<file path="src/rtl/timer_counter_pkg.sv">
// rtl/timer_counter_pkg.sv - register map, CTRL fields, mode codes and FSM states
package timer_counter_pkg;

  localparam logic [1:0] ADDR_CTRL   = 2'b00;
  localparam logic [1:0] ADDR_PRESET = 2'b01;
  localparam logic [1:0] ADDR_COUNT  = 2'b10;
  localparam logic [1:0] ADDR_RSVD   = 2'b11;

  localparam int CTRL_W       = 4;
  localparam int CTRL_EN      = 0;
  localparam int CTRL_MODE_LO = 1;
  localparam int CTRL_MODE_HI = 2;
  localparam int CTRL_IM      = 3;

  localparam logic [1:0] MODE_ONESHOT = 2'b00;
  localparam logic [1:0] MODE_RELOAD  = 2'b01;

  typedef enum logic [1:0] {
    ST_IDLE = 2'b00,
    ST_LOAD = 2'b01,
    ST_CNT  = 2'b10,
    ST_INT  = 2'b11
  } state_t;

endpackage

</file>
<file path="src/rtl/timer_counter.sv">
// rtl/timer_counter.sv - memory-mapped down-counting timer with interrupt request
module timer_counter
  import timer_counter_pkg::*;
#(
  parameter int COUNT_W = 32
) (
  input  logic               clk,
  input  logic               reset,
  input  logic [1:0]         addr,
  input  logic               we,
  input  logic [COUNT_W-1:0] wd,
  output logic [COUNT_W-1:0] rd,
  output logic               irq
);

  state_t              r_state, w_state_nxt;
  logic [CTRL_W-1:0]   r_ctrl, w_ctrl_nxt;
  logic [COUNT_W-1:0]  r_preset;
  logic [COUNT_W-1:0]  r_count, w_count_nxt;
  logic                r_irq_pending, w_pending_nxt;
  logic                w_ctrl_wr, w_preset_wr, w_en, w_reload;

  assign w_ctrl_wr   = we && (addr == ADDR_CTRL);
  assign w_preset_wr = we && (addr == ADDR_PRESET);
  assign w_en        = r_ctrl[CTRL_EN];
  assign w_reload    = (r_ctrl[CTRL_MODE_HI:CTRL_MODE_LO] == MODE_RELOAD);

  always_comb begin
    w_state_nxt   = r_state;
    w_ctrl_nxt    = r_ctrl;
    w_count_nxt   = r_count;
    w_pending_nxt = r_irq_pending;
    case (r_state)
      ST_IDLE: if (w_en) w_state_nxt = ST_LOAD;
      ST_LOAD: begin
        w_count_nxt = r_preset;
        w_state_nxt = ST_CNT;
      end
      ST_CNT: begin
        if (!w_en) begin
          w_state_nxt = ST_IDLE;
        end else if (r_count > COUNT_W'(1)) begin
          w_count_nxt = r_count - COUNT_W'(1);
        end else begin
          w_count_nxt   = '0;
          w_pending_nxt = 1'b1;
          w_state_nxt   = ST_INT;
        end
      end
      ST_INT: begin
        if (w_reload) begin
          w_pending_nxt = 1'b0;
          w_state_nxt   = ST_LOAD;
        end else begin
          w_ctrl_nxt[CTRL_EN] = 1'b0;
          w_state_nxt         = ST_IDLE;
        end
      end
      default: w_state_nxt = ST_IDLE;
    endcase
    // A bus write to CTRL overrides the one-shot EN clear and always drops pending.
    if (w_ctrl_wr) begin
      w_ctrl_nxt    = wd[CTRL_W-1:0];
      w_pending_nxt = 1'b0;
    end
  end

  always_ff @(posedge clk) begin
    if (reset) begin
      r_state       <= ST_IDLE;
      r_ctrl        <= '0;
      r_preset      <= '0;
      r_count       <= '0;
      r_irq_pending <= 1'b0;
    end else begin
      r_state       <= w_state_nxt;
      r_ctrl        <= w_ctrl_nxt;
      r_count       <= w_count_nxt;
      r_irq_pending <= w_pending_nxt;
      if (w_preset_wr) r_preset <= wd;
    end
  end

  always_comb begin
    rd = '0;
    case (addr)
      ADDR_CTRL:   rd = {{(COUNT_W-CTRL_W){1'b0}}, r_ctrl};
      ADDR_PRESET: rd = r_preset;
      ADDR_COUNT:  rd = r_count;
      default:     rd = '0;
    endcase
  end

  assign irq = r_irq_pending & r_ctrl[CTRL_IM];

endmodule

</file>
<file path="config.mk">
export PLATFORM = sky130hd
export DESIGN_NAME = timer_counter
export DESIGN_NICKNAME = d
export VERILOG_FILES = /design/src/rtl/timer_counter_pkg.sv /design/src/rtl/timer_counter.sv
export SDC_FILE = /design/constraint.sdc
export NUM_CORES = 1
export LEC_CHECK = 0
export CORE_MARGIN = 2
export CORE_UTILIZATION = 25
export CTS_CLUSTER_SIZE = 8
export DETAILED_ROUTE_END_ITERATION = 8
export MAX_ROUTING_LAYER = met4
export PLACE_DENSITY = 0.48
export SETUP_SLACK_MARGIN = 0.05
export SLEW_MARGIN = 5
export SYNTH_ARGS = -nofsm -noshare
export SYNTH_HDL_FRONTEND = slang
export SYNTH_SLANG_ARGS = --single-unit
</file>
<file path="constraint.sdc">
create_clock -name clk -period 2.7 [get_ports clk]
set_input_delay 0.27 -clock clk [delete_from_list [all_inputs] [get_ports clk]]
set_output_delay 0.27 -clock clk [all_outputs]
set_load 0.01 [all_outputs]
</file>
==> metrics.txt <==
VDD IR max 228 uV; Mapped Area 3890 um2; NumNets Final around 600; Max-cap violations 0; Pre-antenna DRT Iters 5; slowest cell delay on critical path 0.59 ns; Reg area 1420 um2; Hold Path Class input port to flip-flop; RSZ-0062 raised after global routing no; synthesized area per cell 7.61 um2; largest net degree at the start of global routing 36; Hold Vio Cnt, Final 0; CP Class flip-flop to flip-flop; Die X 129 um; die area 16600 um2; gr usage total between 10% and 20%; DP Area 4900 um2; Routed WL 14000 um; Initial Util 25.6%; Synth-to-Final Area Change 34.5%; Synth Flop Type dfxtp_1; Clk pin slew, worst setup/hold paths 0.06 ns; CP Launch Type flip-flop; Post-route DRC 0; critical path's most frequent cell or4_4; final setup violation count 0; sequential element share of the synthesized area 36.5%; cell with the most instances after synthesis nand2_1; vias per cell around 5.5; synthesized flop and latch total just over 70; P_leak 1.91 nW; final setup skew approximately 0.0073 ns; Synth area leaders dfxtp_1, nand2_1, a21oi_1; Yosys cell types between 40 and 50; CTS H-tree depth 3; Synth top cells by count nand2_1, dfxtp_1, a21oi_1, clkbuf_1, a22o_1; HPWL after detailed placement 9310 um; ANT nets after route 0; hold_sp reset; vias in the first global route ~4000; gr ovfl total 0; layout cells sized above 1 about a tenth; # rows 45; postcts setup bufs 0; # diodes 0; Worst Max-Slew Pin Slew approximately 0.91 ns; clk_lat worst skew about 0.34 ns; outcome finished clean; dpl ws 0.227 ns; Post-synth EDFFs 0; slowest CP cell or4_4; via count 4223; overall power 0.00275 W; r2r startpoint r_count[8]; Fin Setup TNS 0 ns; pins over their slew limit 0; Max Clock Freq 0.401 GHz; first-pass GRT wire length 21800 um; Tmin final 2.49 ns; IO Count 70; DR WL/cell 18.2 um; Num CTS Buffers 9; Yosys warning count 0; Finished Cell Area 5230 um2; max_slew headroom between 30% and 40%; Die Y-Extent 129 um; CP Buf/Inv Count 0; CP top delay family simple AND/OR/NAND/NOR gates; cells along the critical path or4_4, or4_4, or4_1, or3_1, a31oi_1; Post-CTS Hold Fix Bufs 0; 1st-iter DRT viols 289; nature of the critical path endpoint flip-flop; placed cell count 753; post-route insts no fill 769; Worst Setup SP r_count[8]; asr flop ratio synth 0%; area leader, netlist dfxtp_1; power density over the cells 526 nW/um2; I/O Buffers 69; area occupied by multi-input gates 2290 um2; Syn Nets 550; clk sink count 71; Cells after Synth 511; Final WS setup about 0.21 ns; core area 15200 um2; fin crit share 92.3%; CP Data Required Time between 2 and 3 ns; top cell type's share of synthesized area 36.5%; clk buf depth 2; initial antenna violation count 0; CTS tree done; Filler cells 1594; critical path peak fanout 8; Root Driver clkbuf_16; Post-CTS Resized 0; Crit path arrival time 2.76 ns; RePlAce Congestion 0.851
[metal layers]
metal | vias up | track usage, % | wire [um]
li1 | 2034 | - | -
met2 | 165 | 27.4 | 6270
met5 | - | - | 0
met4 | 0 | 7.03 | 280
met1 | 2003 | 22.8 | 6580
met3 | 21 | 1.75 | 840
[final cells by class]
| type | instances | area share (%) |
|---|---|---|
| tap | 188 | 4.49 |
| multi-input combinational | 390 | 43.7 |
| clock inverter | 5 | 1.53 |
| inverter | 5 | 0.359 |
| clock buffer | 11 | 4.83 |
| sequential | 71 | 27.2 |
| timing repair buffer | 99 | 17.9 |
[where the power goes]
group / total (W) / internal, W / switching (W)
registers: 0.00109 / 0.00107 / 0.0000244
clock network: 0.00134 / 0.000858 / 0.000481
logic: 0.000321 / 0.000149 / 0.000173
[through the flow]
step,hold WS (ns),util [%]
2_1_floorplan,0.377,-
3_3_place_gp,0.459,32.2
3_5_place_dp,0.465,32.2
4_1_cts,0.434,34.4
5_1_grt,0.464,34.4
6_report,0.415,34.4
[placed cells by master, fill, tap and decap left out, drive strengths merged, types with 3 or more instances in the layout]
cell / instances
clkdlybuf4s50: 68
nor2: 23
a22oi: 6
a21oi: 53
mux2i: 15
nand3: 19
buf: 31
and3: 11
nand4: 7
or3: 10
o21ai: 14
nor3: 12
nor2b: 5
dfxtp: 71
a22o: 28
o211ai: 4
nand2b: 4
clkbuf: 11
inv: 5
and4: 3
o221ai: 5
and2: 5
or4: 10
o22ai: 12
a31oi: 18
nand3b: 3
nor4: 10
nand2: 89
[kinds of logic (layout without fill, tap and decap cells)]
logic type,count (synthesis),after routing,share of synthesized area [%]
mux,15,15,3.86
simple gates,217,217,27.9
flops,71,71,36.5
compound gates,156,156,26.2
buf+inv,50,120,4.86
fa+ha+maj,2,2,0.643
[path summary, 6_finish.rpt]
check	end	slack, ns	cells after the start
worst min register to register	r_preset[27]	0.47	2
worst max register to register	r_count[26]	0.21	5
worst min-delay path	r_count[6]	0.42	4
worst max-delay path	r_count[26]	0.21	5
[flip-flops by register name, indices dropped and copies added (netlist names)]
signal,count
r_count,32
r_preset,32
r_ctrl,4
r_state,2
r_irq_pending,1
[worst reg2reg max path, cell delays in order, from the launching register on]
cell and delay [ns]:
dfxtp_1 0.37, or4_4 0.59, or4_4 0.51, or4_1 0.43, or3_1 0.36, a31oi_1 0.15
Power figures use the tool's default switching activity.
==> variant 1 (config.mk and constraints unchanged) <==
Register the output `irq`, with the module's reset; this adds one clock of latency there. The other outputs are not delayed to match.
--- a/src/rtl/timer_counter.sv
+++ b/src/rtl/timer_counter.sv
@@ -93,3 +93,9 @@
 
-  assign irq = r_irq_pending & r_ctrl[CTRL_IM];
+  always_ff @(posedge clk) begin
+    if (reset) begin
+      irq <= '0;
+    end else begin
+      irq <= r_irq_pending & r_ctrl[CTRL_IM];
+    end
+  end
 
Behaviour: not the same (Yosys sat finds a counterexample within 10 cycles, from zero or initial values and one cycle with reset high).
==> variant 1 against the original RTL <==
  * Worst setup slack worse by 34 ps
  * Final area up 3.9%
  * Non-clock buffer count up 6
  * Clock skew up 11 ps
  * Cell count up 8.8%
  * Synthesized area up 3.9%
  * Sequential cell count up 1
  * Wire length up 6.8%
  * Power up 3.1%
==> variant 1: results (changes against the original RTL) <==
Parameter                              Value

Finish
  Net total in the final layout ... 655 (+6.5%)
  Layout fillers ... 1662 (+4.3%)
  Ratio of cells with drive above 1 in the final layout ... 0.113 (+0.0129)

Pwr
  Static leakage power ... 2.00 nW (+4.4%)
  Switch Pwr ... 761 uW (+12%)
  Peak ir drop on the vdd network ... 0.272 mV (+19%)

Global routing
  Global router's overall resource usage ... 0.178 (+0.00402)
  Maximum number of pins on one net before global-route repair ... 35 (-2.8%)
  Global-route wire length before repair ... 23700 um (+8.7%)
  Via count of the first global-routing pass ... 4346 (+6.3%)

Placement
  Half-perimeter wire length of the detailed placement result ... 10800 um (+16%)
  Global placer's final weighted congestion ... 0.943 (+11%)
  DP Worst Slack ... 46.0 ps (-181 ps)
  Instance area at placement ... 5100 um^2 (+4.0%)

Critical path
  Largest fanout of any net on the critical path ... 17 (+9)
  Worst endpoint data arrival time ... 2740 ps (-20 ps)

Synth
  Top cells by instance count after synthesis ... 115 x nand2_1, 72 x dfxtp_1, 65 x a21oi_1
  Part of the Yosys area used for sequential elements ... 0.357 (-0.00873)
  Cell variety after synth ... 52 (+6.1%)
  Leading cell types by total area after synthesis ... dfxtp_1 36%, nand2_1 11%, a21oi_1 8.0%, a22o_1 6.1%, clkbuf_1 4.1%
  Fraction of registers with async set or reset after synthesis ... 0 (unchanged)
  Net count of the mapped netlist ... 589 (+7.1%)

Timing
  Transition time at the pin with the least slew margin ... 655 ps (-257 ps)
  Post-route clock skew ... 18.2 ps (+10.9 ps)

Clock tree
  Clock-pin slew of the registers on the worst-case setup and hold paths ... about 70 ps
  CTS Root Cell ... clkbuf_16
  Maximum buffer depth of the clock tree ... 2 (unchanged)
  Number of buffers inserted during clock tree synthesis ... 9 (unchanged)

Routing
  Detailed-route wire length ... 14900 um (+6.8%)
  Iter 0 DRT Violations ... 380 (+31%)
  Detailed-router iteration count before antenna repair ... 6 (+1)
  Routed via count divided by cell count ... 5.18 (-5.8%)

Min path
  Type of the worst min-delay path ... in -> reg

Outcome
  Result of the run ... complete, no violations
==> variant 1: changes by cell type in the layout (fill, tap and decap cells not counted), moves of 4 or more <==
cell      change
a21oi_1      +13
nor3_1        +5
mux2i_1       -6
nand4_1       -4
o22ai_1       -5
a22oi_1       -6
buf_4         +6
nor2_1       +13
nand2_1      +26
a2111o_1      +4
and3_1        -6
or3_1         -5
==> variant 1: worst max-delay path, stage by stage (launching register included) <==
cell	delay [ps]
dfxtp_1	320
or4_4	570
or4_1	570
nor4_4	290
buf_4	190
nor2_4	110
a221oi_1	280
a211oi_1	80
==> variant 1: power by group through the flow <==
stage,clock [mW],sequential [mW],combinational (mW)
5_1_grt,1.39,1.12,0.431
3_3_place_gp,0,1.14,0.386
3_5_place_dp,0,1.14,0.386
2_1_floorplan,0,1.12,0.217
4_1_cts,1.35,1.11,0.390
6_report,1.33,1.11,0.394
==> variant 1: final timing paths <==
| check | start | end | slack (ps) | cells after the start |
|---|---|---|---|---|
| setup / recovery | r_count[24]$_SDFFE_PP0P_ | r_count[0]$_SDFFE_PP0P_ | 170 | 7 |
| hold / removal | reset | r_count[17]$_SDFFE_PP0P_ | 350 | 2 |
| setup reg to reg | r_count[24]$_SDFFE_PP0P_ | r_count[0]$_SDFFE_PP0P_ | 170 | 7 |
| hold reg to reg | r_irq_pending$_SDFFE_PP0P_ | irq$_SDFF_PP0_ | 450 | 2 |
==> variant 1: repair_timing <==
item,in CTS,in global routing
cloned,0,0
buffers inserted,0,1
endpoints found under the setup margin,1,10
gates resized for setup,1,0
hold endpoints to repair,0,0
pin swaps,0,1
==> variant 1: per-layer routing <==
layer | vias up | share of wire | global-route usage
li1 | 2126 | - | -
met2 | 152 | 0.43 | 0.266
met4 | 0 | 0.013 | 0.0574
met3 | 16 | 0.057 | 0.0309
met1 | 2038 | 0.50 | 0.243
met5 | - | 0 | -
==> variant 1: cells by family (layout without fill, tap and decap cells) <==
logic type	after synthesis	count (layout)	share of synthesized area
and+or+nand+nor	242	242	0.282
AOI/OAI and AO/OA	166	166	0.270
DFF	72	72	0.357
buffers and inverters	56	127	0.0545
muxes	12	12	0.0306
adders and majority gates	2	2	0.00619
==> variant 1: metrics by stage <==
stage               total power [mW]  cells
finish                          2.84    837
global route                    2.94    837
CTS                             2.85    836
detailed placement              1.52    820
global placement                1.52    820
floorplan                       1.34    550
==> variant 1: cell type report <==
type                    count  area, um^2  area share
well taps                 216         270      0.0497
multi-input cells         422        2390       0.440
repair buffers            105         981       0.180
clock inverters             7         103      0.0189
clock buffers               9         225      0.0414
inverters                   6        22.5     0.00414
flip-flops and latches     72        1440       0.265
==> variant 2 (same settings) <==
Made on the original files. The package constant `CTRL_MODE_HI` goes from 2 to 1.
--- a/src/rtl/timer_counter_pkg.sv
+++ b/src/rtl/timer_counter_pkg.sv
@@ -11,3 +11,3 @@
   localparam int CTRL_MODE_LO = 1;
-  localparam int CTRL_MODE_HI = 2;
+  localparam int CTRL_MODE_HI = 1;
   localparam int CTRL_IM      = 3;
Formal check against the unedited RTL: not equivalent (a bounded check fails within 10 cycles, from zero or initial values and one cycle with reset high).
==> variant 2 against the original RTL <==
  * Sequential share of layout area decreased by 0.36 points
  * Sequential cell count unchanged
  * Fmax increased by 1.7%
  * Synthesized cell count increased by 2.0%
  * Worst setup slack improved by 41 ps
  * Power decreased by 5.0%
  * Final area increased by 1.3%
  * Utilization increased by 0.33 points
  * Via count decreased by 2.3%
  * Cell count increased by 5.9%
  * Synthesized area increased by 0.45%
  * Combinational power increased by 3%
  * Clock power decreased by 10%
  * Wire length decreased by 3.9%
==> variant 2: results (changes against the original RTL) <==
Parameter                              Value

Routing
  Routed via count divided by cell count ... 5.07 (-7.7%)
  Detailed-router iteration count before antenna repair ... 4 (-1)
  Iter 0 DRT Violations ... 298 (+3.1%)
  Detailed-route wire length ... 13400 um (-3.9%)

Critical path
  Critical R2R Launch ... r_count[1]$_SDFFE_PP0P_
  Reg-to-reg setup timing slack ... 250 ps (+40 ps)
  Worst endpoint data arrival time ... 2720 ps (-40 ps)
  Largest fanout of any net on the critical path ... 6 (-2)
  Number of cells on the worst reg-to-reg path ... 7 (+2)

Placement
  DP Worst Slack ... 201 ps (-25.6 ps)
  Number of instances in the placed design ... 798 (+6.0%)
  Half-perimeter wire length of the detailed placement result ... 9510 um (+2.2%)
  Instance area at placement ... 4990 um^2 (+1.9%)
  Global placer's final weighted congestion ... 0.870 (+2.3%)

Timing
  Transition time at the pin with the least slew margin ... 823 ps (-89.1 ps)
  Post-route clock skew ... 10.3 ps (+3.00 ps)
  Final-layout worst hold slack ... 374 ps (-41.8 ps)

Synth
  Mean instance size in the synthesized netlist ... 7.50 um^2 (-1.5%)
  Top cells by instance count after synthesis ... 109 x nand2_1, 71 x dfxtp_1, 57 x a21oi_1
  Part of the Yosys area used for sequential elements ... 0.364 (-0.00164)
  Net count of the mapped netlist ... 560 (+1.8%)
  Leading cell types by total area after synthesis ... dfxtp_1 36%, nand2_1 10%, a21oi_1 7.3%, a22o_1 6.3%, o21ai_0 3.7%
  Cell variety after synth ... 55 (+12%)

Finish
  Ratio of cells with drive above 1 in the final layout ... 0.116 (+0.0163)
  Layout fillers ... 1649 (+3.5%)
  Net total in the final layout ... 637 (+3.6%)
  Area used by multi-input combinational logic ... 2310 um^2 (+0.82%)
  Non-Filler Instances ... 814 (+5.9%)

Global routing
  Maximum number of pins on one net before global-route repair ... 33 (-8.3%)
  Global-route wire length before repair ... 21700 um (-0.51%)
  Global router's overall resource usage ... 0.173 (-0.00105)
  Via count of the first global-routing pass ... 4046 (-1.1%)

Pwr
  Static leakage power ... 1.93 nW (+0.83%)
  Peak ir drop on the vdd network ... 0.285 mV (+25%)

Min path
  Sink of the worst hold path ... r_count[23]$_SDFFE_PP0P_
  Number of cells traversed by the worst hold path ... 2 (-2)

Outcome
  Result of the run ... complete, no violations

Clock tree
  Clock insertion delay at the later pin of the skew report ... 340 ps (about the same)
  Maximum buffer depth of the clock tree ... 2 (unchanged)
  Buffers inserted during post-CTS setup optimization ... 0 (unchanged)
[variant 2: cell count changes after synthesis, sizes merged, moves of 4 or more]
cell	delta
nand2	+20
o21ai	+17
nor2	+15
o22ai	-11
nand3	-9
clkbuf	-6
a21oi	+5
nor4	+5
o221ai	-5
or3	-5
o41ai	+4
or4	-4
[variant 2: layout make-up]
| class | instances | area share |
|---|---|---|
| Tap cell | 211 | 0.0498 |
| Multi-Input combinational cell | 405 | 0.435 |
| Inverter | 4 | 0.00283 |
| Clock inverter | 6 | 0.0113 |
| Sequential cell | 71 | 0.268 |
| Timing Repair Buffer | 107 | 0.188 |
| Clock buffer | 10 | 0.0451 |
[variant 2: logic make-up after synthesis]
group	count (synthesis)	share of synthesized area
AOI/OAI and AO/OA	164	0.272
and+or+nand+nor	224	0.269
muxes	13	0.0336
adders and majority gates	2	0.00640
DFF	71	0.364
xor gates and xnor gates	2	0.00448
buffers and inverters	45	0.0503
[variant 2: critical path, cell delays in order (launching register included)]
cell,delay [ps]
dfxtp_1,350
inv_1,90
ha_1,230
or3b_2,530
nor4_2,290
nand4_1,220
or4b_1,500
a31oi_1,170
[variant 2: power by group]
part | leakage, nW | internal (mW) | switching [mW] | total, mW
registers | 0.575 | 1.07 | 0.0216 | 1.09
clock network | 0.144 | 0.735 | 0.461 | 1.20
logic | 1.21 | 0.151 | 0.180 | 0.330
[variant 2: worst max path at each step]
stage,from,endpoint,slack [ps],cells after the start
global route,r_count[1]$_SDFFE_PP0P_,r_count[22]$_SDFFE_PP0P_,70,8
floorplan,r_count[0]$_SDFFE_PP0P_,r_count[26]$_SDFFE_PP0P_,330,7
finish,r_count[1]$_SDFFE_PP0P_,r_count[26]$_SDFFE_PP0P_,250,7
detailed placement,r_count[1]$_SDFFE_PP0P_,r_count[26]$_SDFFE_PP0P_,200,7
CTS,r_count[1]$_SDFFE_PP0P_,r_count[26]$_SDFFE_PP0P_,180,7
global placement,r_count[0]$_SDFFE_PP0P_,r_count[26]$_SDFFE_PP0P_,290,7
[variant 2: repair_timing]
| item | in CTS | in global routing |
|---|---|---|
| hold endpoints to repair | 0 | 0 |
| endpoints found under the setup margin | 0 | 4 |
| resized for setup | 0 | 2 |
[variant 2: routing by layer]
| layer | GRT usage | vias up | share of wire |
|---|---|---|---|
| met1 | 0.219 | 1969 | 0.45 |
| li1 | - | 2054 | - |
| met2 | 0.280 | 95 | 0.48 |
| met4 | 0.0601 | 0 | 0.015 |
| met5 | - | - | 0 |
| met3 | 0.0281 | 9 | 0.053 |
